==> config.mk <==
export PLATFORM = sky130hd
export DESIGN_NAME = conv_channel_accum
export DESIGN_NICKNAME = d
export VERILOG_FILES = /design/src/rtl/cnn_conv_pkg.sv /design/src/rtl/fp16_adder_tree_pipe.sv /design/src/rtl/conv_channel_accum.sv
export SDC_FILE = /design/constraint.sdc
export NUM_CORES = 2
export LEC_CHECK = 0
export ABC_AREA = 0
export CELL_PAD_IN_SITES_DETAIL_PLACEMENT = 0
export CELL_PAD_IN_SITES_GLOBAL_PLACEMENT = 1
export CORE_MARGIN = 1.5
export CORE_UTILIZATION = 43
export CTS_CLUSTER_SIZE = 24
export DETAILED_ROUTE_END_ITERATION = 8
export PLACE_DENSITY_LB_ADDON = 0.1
export SYNTH_ARGS = -nofsm -noshare
export SYNTH_HDL_FRONTEND = slang
export SYNTH_SLANG_ARGS = --single-unit
==> constraint.sdc <==
create_clock -name clk -period 27.1 [get_ports clk]
set_input_delay 5.42 -clock clk [delete_from_list [all_inputs] [get_ports clk]]
set_output_delay 5.42 -clock clk [all_outputs]
set_load 0.03 [all_outputs]
==> src/rtl/cnn_conv_pkg.sv <==
// Shared FP16 types and helpers for the conv datapath.
// Holds the FP16 adder used by the reduction tree and the accumulator.
package cnn_conv_pkg;

  typedef logic [15:0] fp16_t;

  localparam fp16_t FP16_ZERO     = 16'h0000;
  localparam fp16_t FP16_ONE      = 16'h3c00;
  localparam fp16_t FP16_SIGN_BIT = 16'h8000;
  localparam fp16_t FP16_QNAN     = 16'h7e00;

  function automatic fp16_t relu_fp16(input fp16_t v);
    return ((v & FP16_SIGN_BIT) != 16'd0) ? FP16_ZERO : v;
  endfunction

  // Round-to-nearest-even add with subnormals, inf and NaN.
  function automatic fp16_t add_fp16(input fp16_t a,
                                     input fp16_t b);
    fp16_t       x;
    fp16_t       y;
    logic [4:0]  ex;
    logic [4:0]  ey;
    logic [4:0]  d;
    logic [5:0]  e;
    logic [10:0] mx;
    logic [10:0] my;
    logic [31:0] sh;
    logic [13:0] ax;
    logic [13:0] bx;
    logic [13:0] n;
    logic [14:0] s;
    logic [3:0]  lz;
    logic [3:0]  sa;
    logic [11:0] mr;
    logic        sub;
    logic        up;
    if (a[14:0] >= b[14:0]) begin
      x = a;
      y = b;
    end else begin
      x = b;
      y = a;
    end
    // x has the larger magnitude, so any special lives in x
    if (&x[14:10]) begin
      if (|x[9:0])
        return FP16_QNAN;
      if ((&y[14:10]) && (x[15] != y[15]))
        return FP16_QNAN;
      return x;
    end
    ex = x[14:10];
    ey = y[14:10];
    mx = {ex != 5'd0, x[9:0]};
    my = {ey != 5'd0, y[9:0]};
    if (ex == 5'd0) ex = 5'd1;
    if (ey == 5'd0) ey = 5'd1;
    d  = ex - ey;
    sh = {my, 21'd0} >> d;
    ax = {mx, 3'd0};
    bx = {sh[31:19], sh[18] | (|sh[17:0])};
    sub = x[15] ^ y[15];
    if (sub)
      s = {1'b0, ax} - {1'b0, bx};
    else
      s = {1'b0, ax} + {1'b0, bx};
    if (s == 15'd0)
      return sub ? FP16_ZERO : {x[15], 15'd0};
    e = {1'b0, ex};
    if (s[14]) begin
      n = {s[14:2], s[1] | s[0]};
      e = e + 6'd1;
    end else begin
      n  = s[13:0];
      lz = 4'd14;
      for (int i = 0; i < 14; i++)
        if (n[i]) lz = 4'(13 - i);
      if ({2'd0, lz} < (e - 6'd1))
        sa = lz;
      else
        sa = 4'(e - 6'd1);
      n = n << sa;
      e = e - {2'd0, sa};
    end
    up = n[2] & (n[3] | n[1] | n[0]);
    mr = {1'b0, n[13:3]} + {11'd0, up};
    if (mr[11]) begin
      mr = 12'h400;
      e  = e + 6'd1;
    end
    if (e >= 6'd31)
      return {x[15], 5'h1f, 10'd0};
    return {x[15], mr[10] ? e[4:0] : 5'd0, mr[9:0]};
  endfunction

endpackage

==> src/rtl/fp16_adder_tree_pipe.sv <==
// One lane's pipelined FP16 reduction tree.
// Heap layout: node i sums nodes 2i/2i+1, leaves are the inputs.
module fp16_adder_tree_pipe
  import cnn_conv_pkg::*;
#(
  parameter  int NUM_INPUTS = 8,
  localparam int L = $clog2(NUM_INPUTS)
) (
  input  logic         clk,
  input  logic         rst_n,
  input  logic         valid_in,
  input  fp16_t        in_data [NUM_INPUTS],
  output fp16_t        sum_out,
  output logic [L-1:0] stage_vld
);

  fp16_t      val    [2*NUM_INPUTS];
  fp16_t      node_d [1:NUM_INPUTS-1];
  fp16_t      node_q [1:NUM_INPUTS-1];
  logic [L-1:0] vld_d;
  logic [L-1:0] vld_q;

  // gather registered nodes and raw inputs into one heap
  always_comb begin
    for (int i = 0; i < 2*NUM_INPUTS; i++)
      val[i] = FP16_ZERO;
    for (int i = 1; i < NUM_INPUTS; i++)
      val[i] = node_q[i];
    for (int i = 0; i < NUM_INPUTS; i++)
      val[NUM_INPUTS+i] = in_data[i];
  end

  // one adder per internal node, valid shifts alongside
  always_comb begin
    for (int i = 1; i < NUM_INPUTS; i++)
      node_d[i] = add_fp16(val[2*i], val[2*i+1]);
    vld_d = L'({vld_q, valid_in});
  end

  // level registers
  always_ff @(posedge clk or negedge rst_n) begin
    if (!rst_n) begin
      vld_q <= '0;
      for (int i = 1; i < NUM_INPUTS; i++)
        node_q[i] <= FP16_ZERO;
    end else begin
      vld_q <= vld_d;
      for (int i = 1; i < NUM_INPUTS; i++)
        node_q[i] <= node_d[i];
    end
  end

  assign sum_out   = node_q[1];
  assign stage_vld = vld_q;

endmodule

==> src/rtl/conv_channel_accum.sv <==
// Multi-pass channel reducer: adder trees, beat accumulator,
// bias add and optional ReLU on one registered output column.
module conv_channel_accum
  import cnn_conv_pkg::*;
#(
  parameter int          DATA_WIDTH   = 16,
  parameter int          NUM_INPUTS   = 8,
  parameter int          LANES        = 2,
  parameter int          PASS_W       = 3,
  parameter logic [15:0] BIAS_DEFAULT = 16'h34f1,
  parameter int          RELU_EN      = 1
) (
  input  logic                  clk,
  input  logic                  rst,
  input  logic                  valid_in,
  input  logic [DATA_WIDTH-1:0] partial_in [NUM_INPUTS][LANES],
  input  logic [PASS_W-1:0]     cfg_passes,
  input  logic                  bias_load,
  input  logic [DATA_WIDTH-1:0] bias_in,
  output logic [DATA_WIDTH-1:0] output_column [LANES],
  output logic                  valid_out,
  output logic                  busy
);

  localparam int L = $clog2(NUM_INPUTS);

  if (DATA_WIDTH != 16) begin : g_bad_width
    $fatal(1, "DATA_WIDTH must be 16");
  end
  if ((NUM_INPUTS < 2) ||
      ((NUM_INPUTS & (NUM_INPUTS - 1)) != 0)) begin : g_bad_n
    $fatal(1, "NUM_INPUTS must be a power of two >= 2");
  end

  fp16_t             lane_in  [LANES][NUM_INPUTS];
  fp16_t             tree_sum [LANES];
  logic [L-1:0]      stg_vld  [LANES];
  logic              tree_busy;
  logic              t_vld;

  logic [PASS_W-1:0] pp_d [L];
  logic [PASS_W-1:0] pp_q [L];
  logic [PASS_W-1:0] cnt_d;
  logic [PASS_W-1:0] cnt_q;
  logic [PASS_W-1:0] passes_d;
  logic [PASS_W-1:0] passes_q;
  logic [PASS_W-1:0] eff;
  fp16_t             acc_d  [LANES];
  fp16_t             acc_q  [LANES];
  fp16_t             out_d  [LANES];
  fp16_t             out_q  [LANES];
  fp16_t             sum_l  [LANES];
  fp16_t             fin_l  [LANES];
  fp16_t             bias_d;
  fp16_t             bias_q;
  logic              vout_d;
  logic              vout_q;
  logic              first;

  // transpose [input][lane] into per-lane vectors
  always_comb begin
    for (int l = 0; l < LANES; l++)
      for (int i = 0; i < NUM_INPUTS; i++)
        lane_in[l][i] = partial_in[i][l];
  end

  for (genvar g = 0; g < LANES; g++) begin : g_lane
    fp16_adder_tree_pipe #(
      .NUM_INPUTS (NUM_INPUTS)
    ) u_tree (
      .clk       (clk),
      .rst_n     (rst),
      .valid_in  (valid_in),
      .in_data   (lane_in[g]),
      .sum_out   (tree_sum[g]),
      .stage_vld (stg_vld[g])
    );
  end

  // any stage valid in any lane, lane 0 drives the accumulator
  always_comb begin
    tree_busy = 1'b0;
    for (int l = 0; l < LANES; l++)
      tree_busy = tree_busy | (|stg_vld[l]);
    t_vld = stg_vld[0][L-1];
  end

  // cfg_passes travels with its beat through the tree
  always_comb begin
    pp_d[0] = cfg_passes;
    for (int k = 1; k < L; k++)
      pp_d[k] = pp_q[k-1];
  end

  // accumulate beats, final beat adds bias and applies ReLU
  always_comb begin
    cnt_d    = cnt_q;
    passes_d = passes_q;
    acc_d    = acc_q;
    out_d    = out_q;
    vout_d   = 1'b0;
    bias_d   = bias_load ? bias_in : bias_q;
    first    = (cnt_q == '0);
    eff      = passes_q;
    if (first)
      eff = (pp_q[L-1] == '0) ? PASS_W'(1) : pp_q[L-1];
    for (int l = 0; l < LANES; l++) begin
      sum_l[l] = first ? tree_sum[l]
                       : add_fp16(acc_q[l], tree_sum[l]);
      fin_l[l] = add_fp16(sum_l[l], bias_q);
      if (RELU_EN != 0)
        fin_l[l] = relu_fp16(fin_l[l]);
    end
    if (t_vld) begin
      if (first)
        passes_d = eff;
      if (cnt_q == (eff - PASS_W'(1))) begin
        out_d  = fin_l;
        vout_d = 1'b1;
        cnt_d  = '0;
      end else begin
        acc_d = sum_l;
        cnt_d = cnt_q + PASS_W'(1);
      end
    end
  end

  // state registers
  always_ff @(posedge clk or negedge rst) begin
    if (!rst) begin
      for (int k = 0; k < L; k++)
        pp_q[k] <= '0;
      for (int l = 0; l < LANES; l++) begin
        acc_q[l] <= FP16_ZERO;
        out_q[l] <= FP16_ZERO;
      end
      cnt_q    <= '0;
      passes_q <= '0;
      bias_q   <= BIAS_DEFAULT;
      vout_q   <= 1'b0;
    end else begin
      pp_q     <= pp_d;
      acc_q    <= acc_d;
      out_q    <= out_d;
      cnt_q    <= cnt_d;
      passes_q <= passes_d;
      bias_q   <= bias_d;
      vout_q   <= vout_d;
    end
  end

  assign output_column = out_q;
  assign valid_out     = vout_q;
  assign busy          = tree_busy | (cnt_q != '0);

endmodule

==> impl_metrics.tcl <==
set metrics [dict create \
    slowest_delay_ns 0.68 \
    io_pins 313 \
    crit_family "compound AO/OA/AOI/OAI gates" \
    syn-cell-area_um2 95490 \
    cp.arrival_ns 26.32 \
    grt_max_degree 99 \
    reg2regPathDepth 122 \
    cp.required_ns 27.62 \
    setup_viol 0 \
    route.detailed.wl_per_inst_um 20.77 \
    hold_violations 0 \
    holdCritPathClass "flop to flop" \
    ant_nets 0 \
    tns_ns 0 \
    drive_gt1_share_pct 10.09 \
    layout_commonest_cell "nor2_1" \
    r2r_end "output_column[30]" \
    die-height_um 474.2 \
    ys_seq_area_share_pct 8.422 \
    crit_type "flop to flop" \
    yosysUniqueCellTypes 140 \
    antenna_found_initial 7 \
    place_congestion 0.9990 \
    viasPerCell 6.165 \
    rows 172 \
    async_flop_share_pct 100.0 \
    synth_top_area_share_pct 13.01 \
    min_from "pp_d[3]" \
    synth_top_cell_by_area "ha_1" \
    r2r_start "g_lane[0].u_tree.sum_out[5]" \
    htreeDepth 2 \
    areaGrowthSynthToFinish_pct 10.49 \
    vias 101500 \
    worstMarginPinSlew_ns 1.233 \
    grt_pass1_vias 96540 \
    fill_cells 22340 \
    synth_edf_count 0 \
    fin_crit_ns 25.80 \
    numPortBuffers 310 \
    ys.flop_type "dfrtp_1" \
    r2r_slack_ns 1.30 \
    final_cell_count_no_fill 16470 \
    drt-initial-drc-count 8546 \
    core_um2 220200 \
    dr.pass1.iters 8 \
    hold_buffers 0 \
    period_share_pct 95.20 \
    final_nets 14800 \
    root_buffer "clkbuf_16" \
    synth_area_leaders "ha_1 (13%), dfrtp_1 (8.2%), nor2_1 (6.3%)" \
    critPathMostFrequentCell "a21o_1" \
    max_slew_margin_pct 16.95 \
    dp_hpwl_um 280300 \
    initial_core_util_pct 43.37 \
    hold_path_depth 0 \
    critPathBufInv 12 \
    grt_usage_pct 29.00 \
    cts_made_buffers 43 \
    dp_cells 16350 \
    ys_seq_elements 321 \
    status "complete, no violations" \
    slowest_stage "fa_2" \
    skew_ns 0.05055 \
    insertion_delay_ns 0.64 \
    holdPathEnd "pp_d[0]" \
    slew_viol_final 0 \
    layout_common_cells "nor2_1 (1581), nand2_1 (1308), inv_1 (988)" \
    die_w_um 474.2 \
    syn_area_per_cell_um2 7.168 \
    fmax_mhz 38.76 \
    cts_sinks 321 \
    grt_pass1_wl_um 539300 \
    finalCoreUtilization_pct 47.93 \
    clk_pin_slew_ns 0.06 \
    grt_overflow_total 0 \
    cp_max_fo 19 \
    yosys_warnings 0 \
    cp-start-kind "flop" \
    dieArea_um2 224900 \
    totalWireLength_um 342100 \
    synthCells 13320 \
    clockBufferDepth 3 \
    worstSetupEndpointType "flop" \
    cts_tree "yes" \
    drc 0 \
    drv_cap 0 \
]
-- cells by family after synthesis --
| group | count (synthesis) | synth area share (%) |
|---|---|---|
| compound gates | 3785 | 27.00 |
| mux | 1014 | 13.63 |
| buf+inv | 1595 | 6.405 |
| xor+xnor | 657 | 6.050 |
| simple gates | 4902 | 24.34 |
| flops | 321 | 8.422 |
| fa+ha+maj | 1047 | 14.14 |
| other cells | 1 | 0.003927 |
-- final cells by class --
cell class	count	area [um^2]	share of cell area, %
clock inverters	24	306.5	0.2905
well taps	2958	3701	3.508
inverters	1019	3834	3.633
multi-input cells	11410	82430	78.13
clock buffers	53	1176	1.115
repair buffers	682	5996	5.683
flip-flops and latches	321	8056	7.636
diodes	3	7.507	0.007115
-- per-stage QoR --
stage,hold slack [ns],setup slack [ns],cell area (um^2)
after floorplan,0.3312,1.203,95500
after global placement,0.3397,-1.479,102700
after detailed placement,0.3347,-1.203,102700
after CTS,0.3443,0.006606,104400
after global routing,0.3551,-0.09675,105500
final,0.3384,1.300,105500
-- registers in the layout, summed over array words and instances, names as in the netlist --
name                     cells
g_lane.u_tree.stage_vld      3
acc_q                       32
cnt_q                        3
output_column               30
valid_out                    1
g_lane.u_tree.sum_out       32
passes_q                     3
pp_q                         3
bias_q                      16
g_lane.u_tree.node_q       192
pp_d                         6
-- layer usage --
metal / vias up / GRT usage [%] / part of all wire [%]
met3: 481 / 2.320 / 5.0
met1: 48650 / 40.05 / 46
met2: 3219 / 47.84 / 46
met4: 2 / 8.576 / 3.1
met5: - / 0 / 0.0038
li1: 49160 / - / -
-- synth_stat cells, types with 98 or more instances --
cell / instances
a211oi_1: 150
a21o_1: 385
a21oi_1: 824
a31oi_1: 154
and2_1: 136
and3_1: 130
clkbuf_1: 469
dfrtp_1: 313
ha_1: 993
inv_1: 990
mux2_2: 211
mux2i_1: 593
mux4_2: 208
nand2_1: 1316
nand2b_1: 118
nand3_1: 371
nand4_1: 109
nor2_1: 1591
nor3_1: 357
nor4_1: 140
o211ai_1: 132
o21a_1: 151
o21ai_0: 741
o21bai_1: 98
or2_2: 110
or3_1: 120
xnor2_1: 411
xor2_1: 244
-- worst max path at each step --
stage,from,endpoint,slack [ns],depth (start not counted)
floorplan,g_lane[1].u_tree.sum_out[12],output_column[11],1.20,129
global placement,g_lane[1].u_tree.sum_out[12],output_column[11],-1.48,118
detailed placement,g_lane[1].u_tree.sum_out[12],output_column[13],-1.20,119
CTS,g_lane[1].u_tree.sum_out[2],output_column[11],0.007,120
global route,g_lane[1].u_tree.sum_out[4],output_column[13],-0.1,129
finish,g_lane[0].u_tree.sum_out[5],output_column[30],1.30,122
-- what timing repair did --
action | CTS | global route
buffers inserted | 6 | 34
cloned | 0 | 2
pin swaps | 7 | 48
setup endpoints to repair | 30 | 30
gates resized for setup | 36 | 195
Power is not shown: default switching activity piles up to over one toggle a cycle in this logic, so the estimate is an artifact.
